<file path="src/rtl/msp_trace_buffer.sv">
// msp_trace_buffer: instruction/IRQ trace recorder for the openMSP430 bench.
// Records one entry per decode into a circular register array, freezes on a
// PC-match trigger (plus post-trigger entries) or when full, then drains the
// captured entries oldest-first through a request/valid read port.
module msp_trace_buffer #(
    parameter int DEPTH = 16,
    parameter int AW    = 4,
    parameter int NTRIG = 2,
    parameter int CYC_W = 8,
    parameter int CNT_W = 32
) (
    input  logic                  mclk,
    input  logic                  puc_rst_n,
    input  logic                  decode,
    input  logic [15:0]           ir,
    input  logic [15:0]           pc,
    input  logic                  irq_detect,
    input  logic [3:0]            irq_num,
    input  logic                  arm,
    input  logic                  stop_mode,
    input  logic [NTRIG-1:0]      trig_en,
    input  logic [16*NTRIG-1:0]   trig_pc,
    input  logic [AW:0]           post_cnt,
    input  logic                  rd_req,
    output logic                  rd_valid,
    output logic [33+CYC_W-1:0]   rd_data,
    output logic [1:0]            state,
    output logic [AW:0]           fill_level,
    output logic [NTRIG-1:0]      trig_hit,
    output logic [CNT_W-1:0]      inst_number
);

    typedef enum logic [1:0] {IDLE = 2'd0, ARMED = 2'd1, POST = 2'd2, DONE = 2'd3} state_t;

    typedef struct packed {
        logic             irq;
        logic [15:0]      op;
        logic [15:0]      pc;
        logic [CYC_W-1:0] delta;
    } entry_t;

    localparam logic [AW:0] DEPTH_F = (AW+1)'(DEPTH);

    state_t           st;
    logic [AW-1:0]    wr_ptr, rd_ptr;
    logic [AW:0]      post_q;
    logic [CYC_W-1:0] cyc_cnt;
    entry_t           mem [DEPTH];

    // arm acts in the same cycle: a coincident decode sees a freshly
    // cleared, armed buffer
    state_t         rec_st;
    logic [AW-1:0]  wr_base, rd_base;
    logic [AW:0]    fill_base;
    logic [NTRIG-1:0] hit_base, match;
    logic           wr_en, full, trig_fire, rd_go;
    entry_t         wr_entry;

    for (genvar k = 0; k < NTRIG; k++) begin : g_match
        assign match[k] = trig_en[k] && !irq_detect && (pc == trig_pc[16*k +: 16]);
    end

    // Effective pre-update view of the buffer and the events of this cycle
    always_comb begin
        rec_st    = arm ? ARMED : st;
        wr_base   = arm ? '0 : wr_ptr;
        rd_base   = arm ? '0 : rd_ptr;
        fill_base = arm ? '0 : fill_level;
        hit_base  = arm ? '0 : trig_hit;
        full      = (fill_base == DEPTH_F);
        wr_en     = decode && (rec_st == ARMED || rec_st == POST);
        trig_fire = wr_en && (rec_st == ARMED) && !stop_mode && (|match);
        rd_go     = !arm && rd_req && (st == DONE) && (fill_level != '0);
        wr_entry.irq   = irq_detect;
        wr_entry.op    = irq_detect ? {12'h000, irq_num} : ir;
        wr_entry.pc    = pc;
        wr_entry.delta = arm ? '0 : cyc_cnt;
    end

    // Entry storage: plain register array, written only while recording
    always_ff @(posedge mclk) begin
        if (wr_en) mem[wr_base] <= wr_entry;
    end

    // Recording FSM, pointers, fill level and read port
    always_ff @(posedge mclk or negedge puc_rst_n) begin
        if (!puc_rst_n) begin
            st         <= IDLE;
            wr_ptr     <= '0;
            rd_ptr     <= '0;
            fill_level <= '0;
            post_q     <= '0;
            trig_hit   <= '0;
            rd_valid   <= 1'b0;
            rd_data    <= '0;
        end else begin
            st         <= rec_st;
            wr_ptr     <= wr_base;
            rd_ptr     <= rd_base;
            fill_level <= fill_base;
            trig_hit   <= hit_base;
            rd_valid   <= rd_go;
            if (wr_en) begin
                wr_ptr <= wr_base + AW'(1);
                // full buffer: overwrite the oldest entry, read side follows
                if (full) rd_ptr     <= rd_base + AW'(1);
                else      fill_level <= fill_base + (AW+1)'(1);
                if (rec_st == ARMED) begin
                    if (stop_mode) begin
                        if (fill_base + (AW+1)'(1) == DEPTH_F) st <= DONE;
                    end else if (trig_fire) begin
                        trig_hit <= hit_base | match;
                        post_q   <= post_cnt;
                        st       <= (post_cnt == '0) ? DONE : POST;
                    end
                end else begin
                    post_q <= post_q - (AW+1)'(1);
                    if (post_q == (AW+1)'(1)) st <= DONE;
                end
            end
            if (rd_go) begin
                rd_data    <= mem[rd_ptr];
                rd_ptr     <= rd_ptr + AW'(1);
                fill_level <= fill_level - (AW+1)'(1);
            end
        end
    end

    // Cycle-delta counter: restarts on arm and every decode, saturates
    always_ff @(posedge mclk or negedge puc_rst_n) begin
        if (!puc_rst_n)                     cyc_cnt <= '0;
        else if (arm || decode)             cyc_cnt <= '0;
        else if (cyc_cnt != {CYC_W{1'b1}})  cyc_cnt <= cyc_cnt + CYC_W'(1);
    end

    // Decode counter runs in every state
    always_ff @(posedge mclk or negedge puc_rst_n) begin
        if (!puc_rst_n)  inst_number <= '0;
        else if (decode) inst_number <= inst_number + CNT_W'(1);
    end

    assign state = st;

endmodule

</file>
<file path="config.mk">
export PLATFORM = sky130hd
export DESIGN_NAME = msp_trace_buffer
export DESIGN_NICKNAME = d
export VERILOG_FILES = /design/src/rtl/msp_trace_buffer.sv
export SDC_FILE = /design/constraint.sdc
export NUM_CORES = 1
export LEC_CHECK = 0
export BUFFER_PORTS_ARGS = -buffer_cell sky130_fd_sc_hd__buf_2
export CORE_AREA = 2 2 350 352
export CTS_CLUSTER_SIZE = 24
export DETAILED_ROUTE_END_ITERATION = 6
export DIE_AREA = 0 0 352 354
export GPL_TIMING_DRIVEN = 0
export MAX_ROUTING_LAYER = met4
export PLACE_DENSITY = 0.47
export SETUP_SLACK_MARGIN = 0.2
export SLEW_MARGIN = 5
export SYNTH_ARGS = -nofsm -noshare
export SYNTH_HDL_FRONTEND = slang
export SYNTH_SLANG_ARGS = --single-unit
</file>
<file path="constraint.sdc">
create_clock -name mclk -period 5.3 [get_ports mclk]
set_input_delay 0.53 -clock mclk [delete_from_list [all_inputs] [get_ports mclk]]
set_output_delay 0.53 -clock mclk [all_outputs]
set_load 0.02 [all_outputs]
</file>
### Yosys cells after proc, flatten, opt, wreduce, memory -nomap -nowiden

Memory sizes are Yosys's and may differ from the RTL's. A register that Yosys moved wholly into a read port is not among the register bits.
Cells that the tools add are included.

* register bits: 63
* bits in writable memories: 656
* output and inout port bits: 83
* memories: 1

Memory list
* mem: depth 16, width 41, read ports 1, clocked after memory_dff 1, write ports 1, RTL line 48 `entry_t mem [DEPTH];`

* add/subtract/negate cells: 8
* equality and inequality tests: 11
* multiplexer cells: 32
* bitwise gates (word level): 1
* reduce and logical (&&, ||, !) cells: 22

Operator list (number)
* $mux 5: 7
* $add 32x1->32 const B: 1
* $eq 16x16->1: 2
* $mux 2: 12
* $mux 4: 6
* $mux 8: 3
* $mux 16: 1
* $add 4x1->4 const B: 3
* $logic_and 1x1->1: 11
* $eq 5x5->1 const B: 2
* $sub 5x1->5 const B: 2
* $add 8x1->8 const B: 1
* $ne 8x8->1 const B: 1
* $add 5x1->5 const B: 1
* $eq 5x1->1 const B: 1
* $logic_not 5->1: 1
* $reduce_bool 5->1: 1
* $eq 2x2->1 const B: 2
* $logic_not 1->1: 4
* $ne 2x2->1 const B: 2
* $mux 1: 3
* $reduce_and 3->1: 1
* $eq 2x1->1 const B: 1
* $logic_or 1x1->1: 2
* other kinds (3): 3

### Logic depth before layout (Yosys ltp)

* depth after elaboration: 11
* gate-level depth with buffers: 10
* mapped depth without buffers: 9

### Least setup slack after synthesis

OpenSTA, ideal clock, no wires.

* path kind: input-to-reg
* start: input arm
* end: memory mem[2][0] in the netlist's numbering, enable pin
* arrival time: 3979 ps
* path slack: 882 ps
* cell stages on the path: 9
* path through: clkbuf_1 clkbuf_1 nand2b_1 ha_1 nor2b_1 clkbuf_1 clkbuf_1 nand2_1 nor2_1

* longest elaborated chain between the ends: 6
* elaborated cells on any way between the ends: 8

RTL lines
* start: declaration: RTL line 19 `input logic arm,`
* $mux 2: RTL line 65 `rec_st = arm ? ARMED : st;`
* $eq 2x1->1 or $eq 2x2->1 (tied branches): RTL line 71 `wr_en = decode && (rec_st == ARMED || rec_st == POST);`
* $logic_or 1x1->1: RTL line 71
* $logic_and 1x1->1: RTL line 71
* $mux 1: RTL line 82 `if (wr_en) mem[wr_base] <= wr_entry;`
* $mux 1 (not written as such): RTL line 82
* end: declaration: RTL line 48

Parallel ways exist; a longest one is shown, timed or not.

### Final worst setup path

* start: input arm
* end: memory mem[14][24] in the netlist's numbering, enable pin

Same word-level chain as after synthesis.

==> impl_results.html <==
<table>
<tr><th>Metric</th><th>Value</th></tr>
<tr><th colspan="2">Timing</th></tr>
<tr><td>Setup repair after global routing missed its margin</td><td>no</td></tr>
<tr><td>Final hold violation count</td><td>0</td></tr>
<tr><td>Count of endpoints failing setup in the final report</td><td>0</td></tr>
<tr><td>Fin crit period</td><td>4.17 ns</td></tr>
<tr><td>Max-slew headroom</td><td>0.255</td></tr>
<tr><td>Worst Hold Margin</td><td>0.176 ns</td></tr>
<tr><td>Setup WS post-layout</td><td>1.13 ns</td></tr>
<tr><td>Final Skew</td><td>0.0367 ns</td></tr>
<tr><td>Share of the cycle needed by the critical path after routing</td><td>0.787</td></tr>
<tr><td>Actual slew at the worst max-slew pin</td><td>1.11 ns</td></tr>
<tr><td>Highest Clock Rate</td><td>240 MHz</td></tr>
<tr><td>Number of pins with negative max-slew slack in the final report</td><td>0</td></tr>
<tr><td>Aggregate negative setup slack</td><td>0 ns</td></tr>
<tr><th colspan="2">Critical path</th></tr>
<tr><td>Crit. Startpoint</td><td>arm</td></tr>
<tr><td>Critical Path RT</td><td>5.63 ns</td></tr>
<tr><td>Crit path max-delay cell type</td><td>sky130_fd_sc_hd__nor2_4</td></tr>
<tr><td>Data arrival at the endpoint of the critical path</td><td>4.50 ns</td></tr>
<tr><td>Element type at the critical path end</td><td>register</td></tr>
<tr><td>Critical register-to-register path endpoint</td><td>mem[14][24]$_DFFE_PP_</td></tr>
<tr><td>Critical setup path kind</td><td>in -&gt; reg</td></tr>
<tr><td>Launching point of the worst reg2reg path</td><td>state[0]$_DFF_PN0_</td></tr>
<tr><td>Flop-to-flop setup slack</td><td>1.65 ns</td></tr>
<tr><td>Cell depth of the worst flop-to-flop path</td><td>10</td></tr>
<tr><td>Critical Path Source Type</td><td>input port</td></tr>
<tr><td>Crit-path max FO</td><td>15</td></tr>
<tr><td>Critical path's largest stage delay</td><td>0.65 ns</td></tr>
<tr><td>CP cell instances</td><td>buf_2 -&gt; clkbuf_1 -&gt; clkbuf_1 -&gt; nand2b_1 -&gt; ha_1 -&gt; nor2b_1 -&gt; clkbuf_1 -&gt; clkbuf_1 -&gt; nand2_1 -&gt; nor2_4 -&gt; buf_16 -&gt; buf_16</td></tr>
<tr><td>Cell mode on critical path</td><td>sky130_fd_sc_hd__clkbuf_1</td></tr>
<tr><th colspan="2">Floorplanning</th></tr>
<tr><td>Area of the core region</td><td>121000 sq um</td></tr>
<tr><td>Die H</td><td>354 microns</td></tr>
<tr><td>Count of pins on the block boundary</td><td>165</td></tr>
<tr><td>Total Die Area</td><td>125000 sq um</td></tr>
<tr><td>Floorplan row count</td><td>128</td></tr>
<tr><td>Initial standard-cell utilization of the core</td><td>0.248</td></tr>
<tr><td>DIE WIDTH</td><td>352 microns</td></tr>
<tr><th colspan="2">Power</th></tr>
<tr><td>Power per Cell Area</td><td>373 nW/um^2</td></tr>
<tr><td>Overall power</td><td>13.5 mW</td></tr>
<tr><td>Leakage Power</td><td>11.8 nW</td></tr>
<tr><td>Maximum VDD drop</td><td>240 uV</td></tr>
<tr><th colspan="2">CTS</th></tr>
<tr><td>CTS tree</td><td>built</td></tr>
<tr><td>Clock transition at the registers of the reported paths</td><td>0.05 ns</td></tr>
<tr><td>Post-CTS Repair Setup Buffers</td><td>0</td></tr>
<tr><td>Count of instances resized after the clock tree is built</td><td>0</td></tr>
<tr><td>Clock tree root buffer cell</td><td>sky130_fd_sc_hd__clkbuf_16</td></tr>
<tr><td>Number of buffers inserted by hold repair at cts</td><td>1</td></tr>
<tr><td>H-tree depth</td><td>3</td></tr>
<tr><td>Clock latency on the worst-skew pair</td><td>0.65 ns</td></tr>
<tr><td>CTS Buffer Depth</td><td>3</td></tr>
<tr><td>Clock net sink count</td><td>760</td></tr>
<tr><td>Inserted Clock Buffers</td><td>83</td></tr>
<tr><th colspan="2">Min path</th></tr>
<tr><td>Endpoint of the worst hold path</td><td>inst_number[0]$_DFFE_PN0P_</td></tr>
<tr><td>Hold path startpoint</td><td>decode</td></tr>
<tr><td>Cell depth of the worst min-delay path</td><td>2</td></tr>
<tr><td>Worst Hold Class</td><td>in -&gt; reg</td></tr>
<tr><th colspan="2">Synth</th></tr>
<tr><td>Most area-consuming cells after synthesis</td><td>sky130_fd_sc_hd__edfxtp_1 66%, sky130_fd_sc_hd__mux4_2 9.2%, sky130_fd_sc_hd__dfrtp_1 8.7%, sky130_fd_sc_hd__mux2i_1 2.9%, sky130_fd_sc_hd__o221ai_1 2.4%</td></tr>
<tr><td>Synthesized area per cell</td><td>18.2 sq um</td></tr>
<tr><td>Top FF cell, synth</td><td>sky130_fd_sc_hd__edfxtp_1</td></tr>
<tr><td>Synthesized area</td><td>30000 sq um</td></tr>
<tr><td>Library cell occupying the most area in the post-synthesis netlist</td><td>sky130_fd_sc_hd__edfxtp_1</td></tr>
<tr><td>Count of state elements after synthesis</td><td>760</td></tr>
<tr><td>Async set-reset flop share out of synthesis</td><td>0.137</td></tr>
<tr><td>Net count of the mapped netlist</td><td>1745</td></tr>
<tr><td>Number of enable-type register cells in the synthesized netlist</td><td>656</td></tr>
<tr><td>Share of the yosys chip area belonging to registers</td><td>0.744</td></tr>
<tr><td>Yosys top cell area share</td><td>0.657</td></tr>
<tr><td>Number of distinct library cells after synthesis</td><td>53</td></tr>
<tr><td>Synthesis warning total</td><td>0</td></tr>
<tr><td>Number of instances in the synthesized netlist</td><td>1649</td></tr>
<tr><th colspan="2">Drt</th></tr>
<tr><td>Routed via count</td><td>16119</td></tr>
<tr><td>DRT iter0 DRCs</td><td>1134</td></tr>
<tr><td>Routed Antenna Nets</td><td>0</td></tr>
<tr><td>Total wire length</td><td>81700 microns</td></tr>
<tr><td>Post-route DRC</td><td>0</td></tr>
<tr><td>Detailed-route vias per instance</td><td>4.45</td></tr>
<tr><td>Iteration count of the initial detailed-routing pass</td><td>5</td></tr>
<tr><td>Routed length per instance</td><td>22.5 microns</td></tr>
<tr><th colspan="2">Flow run</th></tr>
<tr><td>Max-cap viol count</td><td>0</td></tr>
<tr><th colspan="2">Place</th></tr>
<tr><td>Global placement routability congestion</td><td>0.774</td></tr>
<tr><td>DP Worst Slack</td><td>0.431 ns</td></tr>
<tr><td>HPWL Detailed</td><td>56300 microns</td></tr>
<tr><td>Placed Instance Area</td><td>33700 sq um</td></tr>
<tr><td>Number of buffers added on ports</td><td>163</td></tr>
<tr><th colspan="2">Final layout</th></tr>
<tr><td>Commonest non-fill, non-tap cell in the layout</td><td>sky130_fd_sc_hd__edfxtp_1</td></tr>
<tr><td>Summed area of non-filler cells in the final layout</td><td>36300 sq um</td></tr>
<tr><td>Number of nets in the layout</td><td>2025</td></tr>
<tr><td>Commonest cells after routing, fill and taps aside</td><td>656 x sky130_fd_sc_hd__edfxtp_1, 180 x sky130_fd_sc_hd__buf_2, 123 x sky130_fd_sc_hd__mux4_2</td></tr>
<tr><td>Fraction of layout cells with a size suffix above 1</td><td>0.246</td></tr>
<tr><td>Area growth, synth to finish</td><td>21.2%</td></tr>
<tr><th colspan="2">Global route</th></tr>
<tr><td>Number of global-route vias before repair</td><td>17225</td></tr>
<tr><td>Grt ovf</td><td>0</td></tr>
<tr><td>Antenna violations before repair</td><td>4</td></tr>
<tr><td>Largest net degree at the start of global routing</td><td>81</td></tr>
<tr><td>First-pass GRT wire length</td><td>119000 microns</td></tr>
<tr><td>Total track usage</td><td>0.134</td></tr>
<tr><th colspan="2">Run status</th></tr>
<tr><td>Run status</td><td>completed</td></tr>
</table>
## worst max-delay path: cells and delay by family
family        cells  cell delay, ns
buf+inv           7            2.32
fa+ha+maj         1            0.24
simple gates      4            1.39
## layout make-up
class / count / area (sq um)
plain buffers: 85 / 355
flip-flops and latches: 760 / 22300
diodes: 1 / 2.50
clock buffers: 104 / 2200
clock inverters: 49 / 380
repair buffers: 195 / 1610
well taps: 1625 / 2030
multi-input cells: 787 / 7390
fillers: 11899 / 84600
inverters: 17 / 63.8
## sequential cells by signal (all words and copies together) (netlist names)
register / flops
cyc_cnt: 8
post_q: 5
fill_level: 5
rd_data: 41
inst_number: 32
rd_ptr: 4
wr_ptr: 4
trig_hit: 2
mem: 656
rd_valid: 1
state: 2
## power by group
group          internal [mW]  leakage [nW]  switching (mW)
combinational          0.426          3.24           0.782
clock                   3.06          1.25            2.39
sequential              6.75          7.31           0.136
## kinds of logic (layout without fill, tap and decap cells)
family	count (synthesis)	in the layout	synth area share
mux	216	216	0.124
buf+inv	102	450	0.0139
other cells	0	1	0
fa+ha+maj	14	14	0.00584
simple gates	274	274	0.0438
compound gates	209	209	0.0475
flops	760	760	0.744
xor+xnor	74	74	0.0216
## routing by layer
metal	GRT usage	wire length [microns]	vias up
li1	-	-	7162
met1	0.161	34600	8487
met2	0.232	42400	369
met3	0.0199	2990	101
met4	0.0367	1750	0
met5	-	0	-
## stage by stage
stage / utilization / instances
4_1_cts: 0.300 / 3622
2_1_floorplan: - / 1649
3_3_place_gp: 0.272 / 3437
6_report: 0.300 / 3623
3_5_place_dp: 0.279 / 3468
5_1_grt: 0.300 / 3623
## worst max path at each step
stage	endpoint	slack, ns	depth (start not counted)
floorplan	mem[2][0]$_DFFE_PP_	0.88	9
global placement	mem[2][31]$_DFFE_PP_	-2.75	10
detailed placement	mem[14][23]$_DFFE_PP_	0.43	12
CTS	mem[14][24]$_DFFE_PP_	1.12	12
global route	mem[14][24]$_DFFE_PP_	0.86	12
finish	mem[14][24]$_DFFE_PP_	1.13	12
## cell usage after synthesis (4+ instances only)
cell type                  count
sky130_fd_sc_hd__buf_1        12
sky130_fd_sc_hd__ha_1         14
sky130_fd_sc_hd__nand2b_1      9
sky130_fd_sc_hd__clkbuf_1     52
sky130_fd_sc_hd__xor2_1       36
sky130_fd_sc_hd__mux2_2        5
sky130_fd_sc_hd__edfxtp_1    656
sky130_fd_sc_hd__o21ai_1      89
sky130_fd_sc_hd__a21oi_1       9
sky130_fd_sc_hd__nor4_1        6
sky130_fd_sc_hd__mux4_2      123
sky130_fd_sc_hd__inv_2         4
sky130_fd_sc_hd__nor2b_1      26
sky130_fd_sc_hd__nor2_1       53
sky130_fd_sc_hd__o22ai_1       5
sky130_fd_sc_hd__inv_1        13
sky130_fd_sc_hd__buf_2        18
sky130_fd_sc_hd__nor3_1        8
sky130_fd_sc_hd__nand4_1      18
sky130_fd_sc_hd__and4_1        4
sky130_fd_sc_hd__nand2_1     108
sky130_fd_sc_hd__mux2i_1      88
sky130_fd_sc_hd__dfrtp_1     104
sky130_fd_sc_hd__xnor2_1      38
sky130_fd_sc_hd__and3_1        7
sky130_fd_sc_hd__nand3_1      19
sky130_fd_sc_hd__o221ai_1     82
sky130_fd_sc_hd__o21ai_0       7
Power figures use the tool's default switching activity.
